## src/rtl/ifu_fetch.sv

```systemverilog
// Instruction fetch unit: owns the PC, fetches one word per instruction over a
// read-address/read-data bus, and hands {instF, pcF, snpcF, fault} to decode.
//
// state    | meaning
// ---------+------------------------------------------------------------
// REQ      | arvalid high with araddr = pc; waits for arready
// RESP     | rready high; captures rdata/fault on rvalid
// OUT      | m_valid high with a frozen payload; waits for m_ready
// WAIT_NPC | npc_ready high; loads pc from npc on npc_valid
module ifu_fetch #(
  parameter logic [31:0] RESET_PC = 32'h80000000
) (
  input  logic        clk,
  input  logic        rst,
  output logic [31:0] araddr,
  output logic        arvalid,
  input  logic        arready,
  input  logic [31:0] rdata,
  input  logic [1:0]  rresp,
  input  logic        rvalid,
  output logic        rready,
  output logic [31:0] instF,
  output logic [31:0] pcF,
  output logic [31:0] snpcF,
  output logic        fault,
  output logic        m_valid,
  input  logic        m_ready,
  input  logic [31:0] npc,
  input  logic        npc_valid,
  output logic        npc_ready
);

  typedef enum logic [1:0] {
    S_REQ      = 2'd0,
    S_RESP     = 2'd1,
    S_OUT      = 2'd2,
    S_WAIT_NPC = 2'd3
  } state_t;

  state_t      state_q, state_d;
  logic [31:0] pc_q, pc_d;
  logic [31:0] inst_q, inst_d;
  logic        fault_q, fault_d;
  logic        misaligned;

  assign misaligned = (pc_q[1:0] != 2'b00);

  always_ff @(posedge clk) begin
    if (rst) begin
      state_q <= S_REQ;
      pc_q    <= RESET_PC;
      inst_q  <= 32'd0;
      fault_q <= 1'b0;
    end else begin
      state_q <= state_d;
      pc_q    <= pc_d;
      inst_q  <= inst_d;
      fault_q <= fault_d;
    end
  end

  // Handshake outputs are a pure state decode, forced low while in reset so
  // nothing downstream sees a request that the reset is about to abandon.
  always_comb begin
    state_d   = state_q;
    pc_d      = pc_q;
    inst_d    = inst_q;
    fault_d   = fault_q;
    arvalid   = 1'b0;
    rready    = 1'b0;
    m_valid   = 1'b0;
    npc_ready = 1'b0;
    case (state_q)
      S_REQ: begin
        arvalid = ~rst;
        if (arready) state_d = S_RESP;
      end
      S_RESP: begin
        rready = ~rst;
        if (rvalid) begin
          inst_d  = rdata;
          fault_d = (rresp != 2'b00) | misaligned;
          state_d = S_OUT;
        end
      end
      S_OUT: begin
        m_valid = ~rst;
        if (m_ready) state_d = S_WAIT_NPC;
      end
      S_WAIT_NPC: begin
        npc_ready = ~rst;
        if (npc_valid) begin
          pc_d    = npc;
          state_d = S_REQ;
        end
      end
      default: state_d = S_REQ;
    endcase
  end

  assign araddr = pc_q;
  assign pcF    = pc_q;
  assign snpcF  = pc_q + 32'd4;
  assign instF  = inst_q;
  assign fault  = fault_q;

endmodule

```

## config.mk

```make
export PLATFORM = sky130hd
export DESIGN_NAME = ifu_fetch
export DESIGN_NICKNAME = d
export VERILOG_FILES = /design/src/rtl/ifu_fetch.sv
export SDC_FILE = /design/constraint.sdc
export NUM_CORES = 1
export LEC_CHECK = 0
export BUFFER_PORTS_ARGS = -buffer_cell sky130_fd_sc_hd__buf_2
export CORE_MARGIN = 4
export CORE_UTILIZATION = 30
export DETAILED_ROUTE_END_ITERATION = 7
export PLACE_DENSITY = 0.63
export SYNTH_ARGS = -nofsm -noshare
export SYNTH_HDL_FRONTEND = slang
export SYNTH_SLANG_ARGS = --single-unit
```

## constraint.sdc

```tcl
create_clock -name clk -period 1.6 [get_ports clk]
set_input_delay 0.24 -clock clk [delete_from_list [all_inputs] [get_ports clk]]
set_output_delay 0.24 -clock clk [all_outputs]
set_load 0.01 [all_outputs]
```

==> flow_metrics.tcl, run 1 <==
set metrics [dict create \
    holdWs_ns 0.125 \
    setup_viol 27 \
    hold_class "in2reg" \
    vias 3491 \
    synthMuxAreaShare_pct 0.312 \
    setup_ws_ns -0.505 \
    p_per_area_nw_per_um2 926 \
    start_kind "flop" \
    grt_pass1_wl_mm 17.2 \
    period_minus_slack_ns 2.10 \
    fin_crit_sh_pct 132 \
    syn_avg_cell_area_um2 7.72 \
    multi_input_area_um2 1830 \
    h-tree-depth 3 \
    track_usage_pct 16.8 \
    synth_edf_count 0 \
    synth_xor_area_share_pct 7.63 \
    grt_overflow 0 \
    cts-root-buf "clkbuf_8" \
    synth_nets 493 \
    gp_congestion 0.812 \
    power_leakage_nw 2.67 \
    fmax_mhz 475 \
    io_buffer_count 204 \
    syn2layout_area_growth_pct 60.8 \
    ys_warn_count 0 \
    synth_compound_area_share_pct 10.6 \
    grt_use_met2_pct 28.5 \
    placed_area_um2 4640 \
    finalInstanceArea_um2 5170 \
    p_int_mw 3.26 \
    clk_pin_slew_ns 0.08 \
    yosys.area.top_type "dfxtp_1" \
    relSlewSlack_pct 76.1 \
    cts.sinks 67 \
    rsz0062_at_grt "true" \
    async_flop_share_pct 0 \
    rows 37 \
    start_util_pct 31.0 \
    peakVddDrop_mv 0.598 \
    fill_cells 1036 \
    dpl.hpwl_mm 8.16 \
    routed_via_density 4.52 \
    p_comb_share_pct 29.3 \
    outcome "complete, but fails checks" \
    clock_power_share_pct 29.6 \
    grt_max_degree 44 \
    synth_area_leaders "dfxtp_1 (42%), nand2_1 (16%), a21oi_1 (10%), buf_4 (7.9%), xnor2_1 (5.7%)" \
    cts_tree "done" \
    fin_skew_ns 0.0141 \
    synthCells 416 \
    fin_cells 772 \
    drtIter0Drc 104 \
    dpl.cell_count 745 \
    slew_viol_final 0 \
    violations "negative setup slack" \
    die_width_um 111 \
    synth_most_common_cell "nand2_1" \
    use_met1_pct 20.0 \
    die_y_um 111 \
    core_um2 10400 \
    p_sw_share_pct 31.8 \
    cts_buffer_depth 2 \
    grt_pass1_vias 3447 \
    cts_inserted_buffers 9 \
    tightest_slew_ns 0.358 \
    nNetsFinal 707 \
    crit_required_ns 1.36 \
    drive_gt1_share_pct 53.7 \
    seq_area_frac_synth_pct 41.7 \
    ys.flop_type "dfxtp_1" \
    crit_arrival_ns 1.86 \
    pwr-share-seq_pct 41.0 \
    end_kind "primary output" \
    route.detailed.drc 0 \
    ioPinCount 205 \
    dieArea_um2 12400 \
    worst-path-max-fanout 4 \
    antenna_found_initial 2 \
    wire_per_inst_um 13.9 \
    drt-total-wl_mm 10.7 \
    grt_busiest_layer "met2" \
    syn_area_um2 3210 \
    register_area_um2 1380 \
    critPathKind "reg2out" \
    synthAdderAreaFrac_pct 1.95 \
    post_synth_num_cell_types 27 \
    synthSimpleGateAreaFrac_pct 26.3 \
    place_ws_ns -0.171 \
    cap_violations 0 \
    ys_ff_latch 67 \
    switching_power_mw 1.52 \
    synth_top_area_share_pct 41.7 \
    grt_use_met3_pct 6.74 \
    synth_top_family_by_area "simple AND/OR/NAND/NOR gates" \
    dr.pass1.iters 6 \
    design_power_total_mw 4.79 \
    ys_top_cells_by_count "nand2_1 (137), dfxtp_1 (67), a21oi_1 (64), buf_4 (34), clkbuf_1 (22)" \
    clock_latency_ns 0.34 \
    final_antenna_net_count 0 \
    hold_viol 0 \
]
[power groups by stage]
| stage | Combinational, mW | Sequential [mW] | Clock (mW) |
|---|---|---|---|
| 2_1_floorplan | 0.637 | 2.06 | 0 |
| 3_3_place_gp | 1.25 | 1.96 | 0 |
| 3_5_place_dp | 1.28 | 1.97 | 0 |
| 4_1_cts | 1.30 | 1.94 | 1.47 |
| 5_1_grt | 1.56 | 1.99 | 1.56 |
| 6_report | 1.40 | 1.96 | 1.42 |
[cells by family after synthesis]
family,Yosys count
multiplexers,1
AND/OR/NAND/NOR,185
adder cells (fa/ha/maj),5
AO/OA/AOI/OAI,66
flip-flops,67
XOR/XNOR,28
buffers and inverters,64
[sequential cells by signal (all words and copies together) (netlist names)]
| signal | count |
|---|---|
| araddr | 32 |
| instF | 32 |
| state_q | 2 |
| fault | 1 |
[final cells by class]
class / count / area share (%)
antenna: 1 / 0.0484
sequential: 67 / 26.7
multi-input combinational: 285 / 35.5
timing repair buffer: 261 / 30.1
inverter: 6 / 0.533
clock inverter: 6 / 1.26
tap: 136 / 3.29
clock buffer: 10 / 2.66
[critical path, cell delays in order, from the launching register on]
cell,delay (ns)
dfxtp_4,0.38
nand4_1,0.19
nor4_4,0.34
buf_4,0.22
buf_6,0.10
xor2_1,0.14
buf_2,0.15
[per-stage QoR]
| step | util [%] | setup TNS [ns] |
|---|---|---|
| detailed placement | 44.7 | -1.96 |
| floorplan | - | -1.27 |
| global placement | 44.7 | -1.22 |
| global route | 49.8 | -12.86 |
| CTS | 47.6 | -9.94 |
| finish | 49.8 | -10.10 |
[placed cells by master (no fill, tap or decap), types with 5 or more instances in the layout]
| cell type | netlist | layout |
|---|---|---|
| nand3_1 | 11 | 6 |
| dfxtp_1 | 67 | 50 |
| a21oi_1 | 64 | 64 |
| buf_6 | 0 | 11 |
| buf_2 | 0 | 204 |
| dfxtp_4 | 0 | 6 |
| xor2_1 | 7 | 7 |
| buf_12 | 0 | 5 |
| buf_4 | 34 | 41 |
| dfxtp_2 | 0 | 11 |
| nand2_1 | 137 | 134 |
| xnor2_2 | 0 | 17 |
| clkbuf_8 | 0 | 10 |
| nand4_1 | 7 | 7 |
[routing by layer]
layer	up-vias	wire, µm
met5	-	20
li1	1752	-
met4	2	72
met1	1592	4460
met3	8	921
met2	137	5230
[worst paths after layout]
path | startpoint | end | slack, ns | cells after the start
worst max-delay path | araddr[3]$_SDFFE_PP0P_ | snpcF[15] | -0.50 | 6
worst min-delay path | npc[10] | araddr[10]$_SDFFE_PP0P_ | 0.12 | 3
worst max register to register | state_q[0]$_SDFFE_PP0P_ | state_q[1]$_SDFFE_PP0P_ | 0.06 | 6
worst min register to register | instF[27]$_SDFFE_PP0P_ | instF[27]$_SDFFE_PP0P_ | 0.45 | 2
[timing repair]
| item | 4_1_cts | 5_1_grt |
|---|---|---|
| setup endpoints to repair | 29 | 32 |
| buffers inserted | 5 | 7 |
| pin swaps | 14 | 16 |
| resized for setup | 18 | 47 |
| gates cloned | 1 | 0 |
| hold buffers | 0 | 0 |
(Power assumes the default switching activity.)
==> run 2, diff against run 1 <==
Settings changed: PLACE_DENSITY 0.63 to 0.61.
Clock period 1.6 ns to 2.3 ns, I/O delays scaled along.
==> flow_metrics.tcl, run 2 (synthesized netlist as in run 1, its figures left out) <==
set metrics [dict create \
    gp_congestion 0.836 \
    end_kind "primary output" \
    fmax_mhz 452 \
    outcome "complete, no violations" \
    grt_pass1_vias 3180 \
    cts_tree "done" \
    relSlewSlack_pct 63.2 \
    route.detailed.drc 0 \
    drive_gt1_share_pct 45.1 \
    antenna_found_initial 0 \
    drtIter0Drc 193 \
    wire_per_inst_um 13.9 \
    reg2reg_to "state_q[1]$_SDFFE_PP0P_" \
    core_um2 10400 \
    hold_viol 0 \
    hp-start "npc[12]" \
    crit_start "araddr[2]$_SDFFE_PP0P_" \
    syn2layout_area_growth_pct 40.1 \
    grt_overflow 0 \
    grt_max_degree 37 \
    drt-total-wl_mm 10.2 \
    hold_path_end "araddr[12]$_SDFFE_PP0P_" \
    track_usage_pct 15.8 \
    fin_skew_ns 0.00507 \
    p_per_area_nw_per_um2 689 \
    routed_via_density 4.52 \
    clock_latency_ns 0.34 \
    cts-root-buf "clkbuf_8" \
    ioPinCount 205 \
    dpl.cell_count 710 \
    fin_crit_sh_pct 96.2 \
    r2r-start "state_q[1]$_SDFFE_PP0P_" \
    nNetsFinal 673 \
    worst-path-max-fanout 6 \
    peakVddDrop_mv 0.354 \
    antenna_cells 0 \
    setup_viol 0 \
    tightest_slew_ns 0.551 \
    fin_cells 737 \
    setup_ws_ns 0.0874 \
    hold_path_depth 3 \
    final_antenna_net_count 0 \
    finalInstanceArea_um2 4500 \
    die_y_um 111 \
    rows 37 \
    dieArea_um2 12400 \
    cts.sinks 67 \
    placed_area_um2 4150 \
    die_width_um 111 \
    vias 3330 \
    start_util_pct 31.0 \
    dpl.hpwl_mm 7.71 \
    start_kind "flop" \
    cts_inserted_buffers 9 \
    crit_required_ns 1.96 \
    period_minus_slack_ns 2.21 \
    reg2regPathDepth 6 \
    slew_viol_final 0 \
    place_ws_ns 0.152 \
    power_leakage_nw 2.23 \
    h-tree-depth 3 \
    holdWs_ns 0.227 \
    dr.pass1.iters 4 \
    post-route-util_pct 43.4 \
    io_buffer_count 204 \
    rsz0062_at_grt "true" \
    layout_common_cells "buf_2 (204), nand2_1 (136), a21oi_1 (64)" \
    critPathKind "reg2out" \
    cts_buffer_depth 2 \
    hold_class "in2reg" \
    final_common_cell "buf_2" \
    grt_pass1_wl_mm 16.0 \
    clk_pin_slew_ns 0.08 \
    rrSetupSlack_ns 0.50 \
    cap_violations 0 \
    crit_arrival_ns 1.87 \
]
run 2: cell type report:
cell class	instances	area, µm²
clock buffers	9	124
clock inverters	7	68.8
fillers	1099	5870
inverters	6	22.5
multi-input cells	285	1540
flip-flops and latches	67	1370
well taps	136	170
repair buffers	227	1200
run 2: worst max path at each step:
stage / endpoint
floorplan: snpcF[27]
global placement: snpcF[24]
detailed placement: snpcF[18]
CTS: snpcF[24]
global route: snpcF[29]
finish: snpcF[17]
run 2: where the power goes:
part           internal, mW  switching (mW)  leakage (nW)
clock                 0.496           0.467        0.0950
sequential             1.28          0.0905         0.552
combinational         0.328           0.445          1.58
total                  2.10            1.00          2.23
run 2: timing repair:
item	4_1_cts	5_1_grt
hold endpoints to repair	0	0
buffers inserted	2	9
cloned	0	0
hold buffers	0	0
setup endpoints to repair	14	15
pin swaps	2	8
gates resized for setup	16	19
run 2: stage by stage:
step                      power (mW)  setup TNS [ns]
after floorplan                 1.86               0
after global placement          2.15               0
after detailed placement        2.17               0
after CTS                       3.16               0
after global routing            3.31          -0.268
final                           3.10               0
run 2: worst max-delay path, cell delays in order (launching register included):
cell and delay (ns):
dfxtp_2 0.37, nand4_1 0.18, nor4_4 0.33, buf_6 0.16, buf_6 0.12, nand3_2 0.07, xnor2_1 0.15, buf_2 0.15
run 2: per-layer routing:
layer	GRT usage [%]	share of wire, %
met2	25.9	47
met4	6.73	2.0
met1	18.8	42
met5	0	0
met3	5.43	8.9
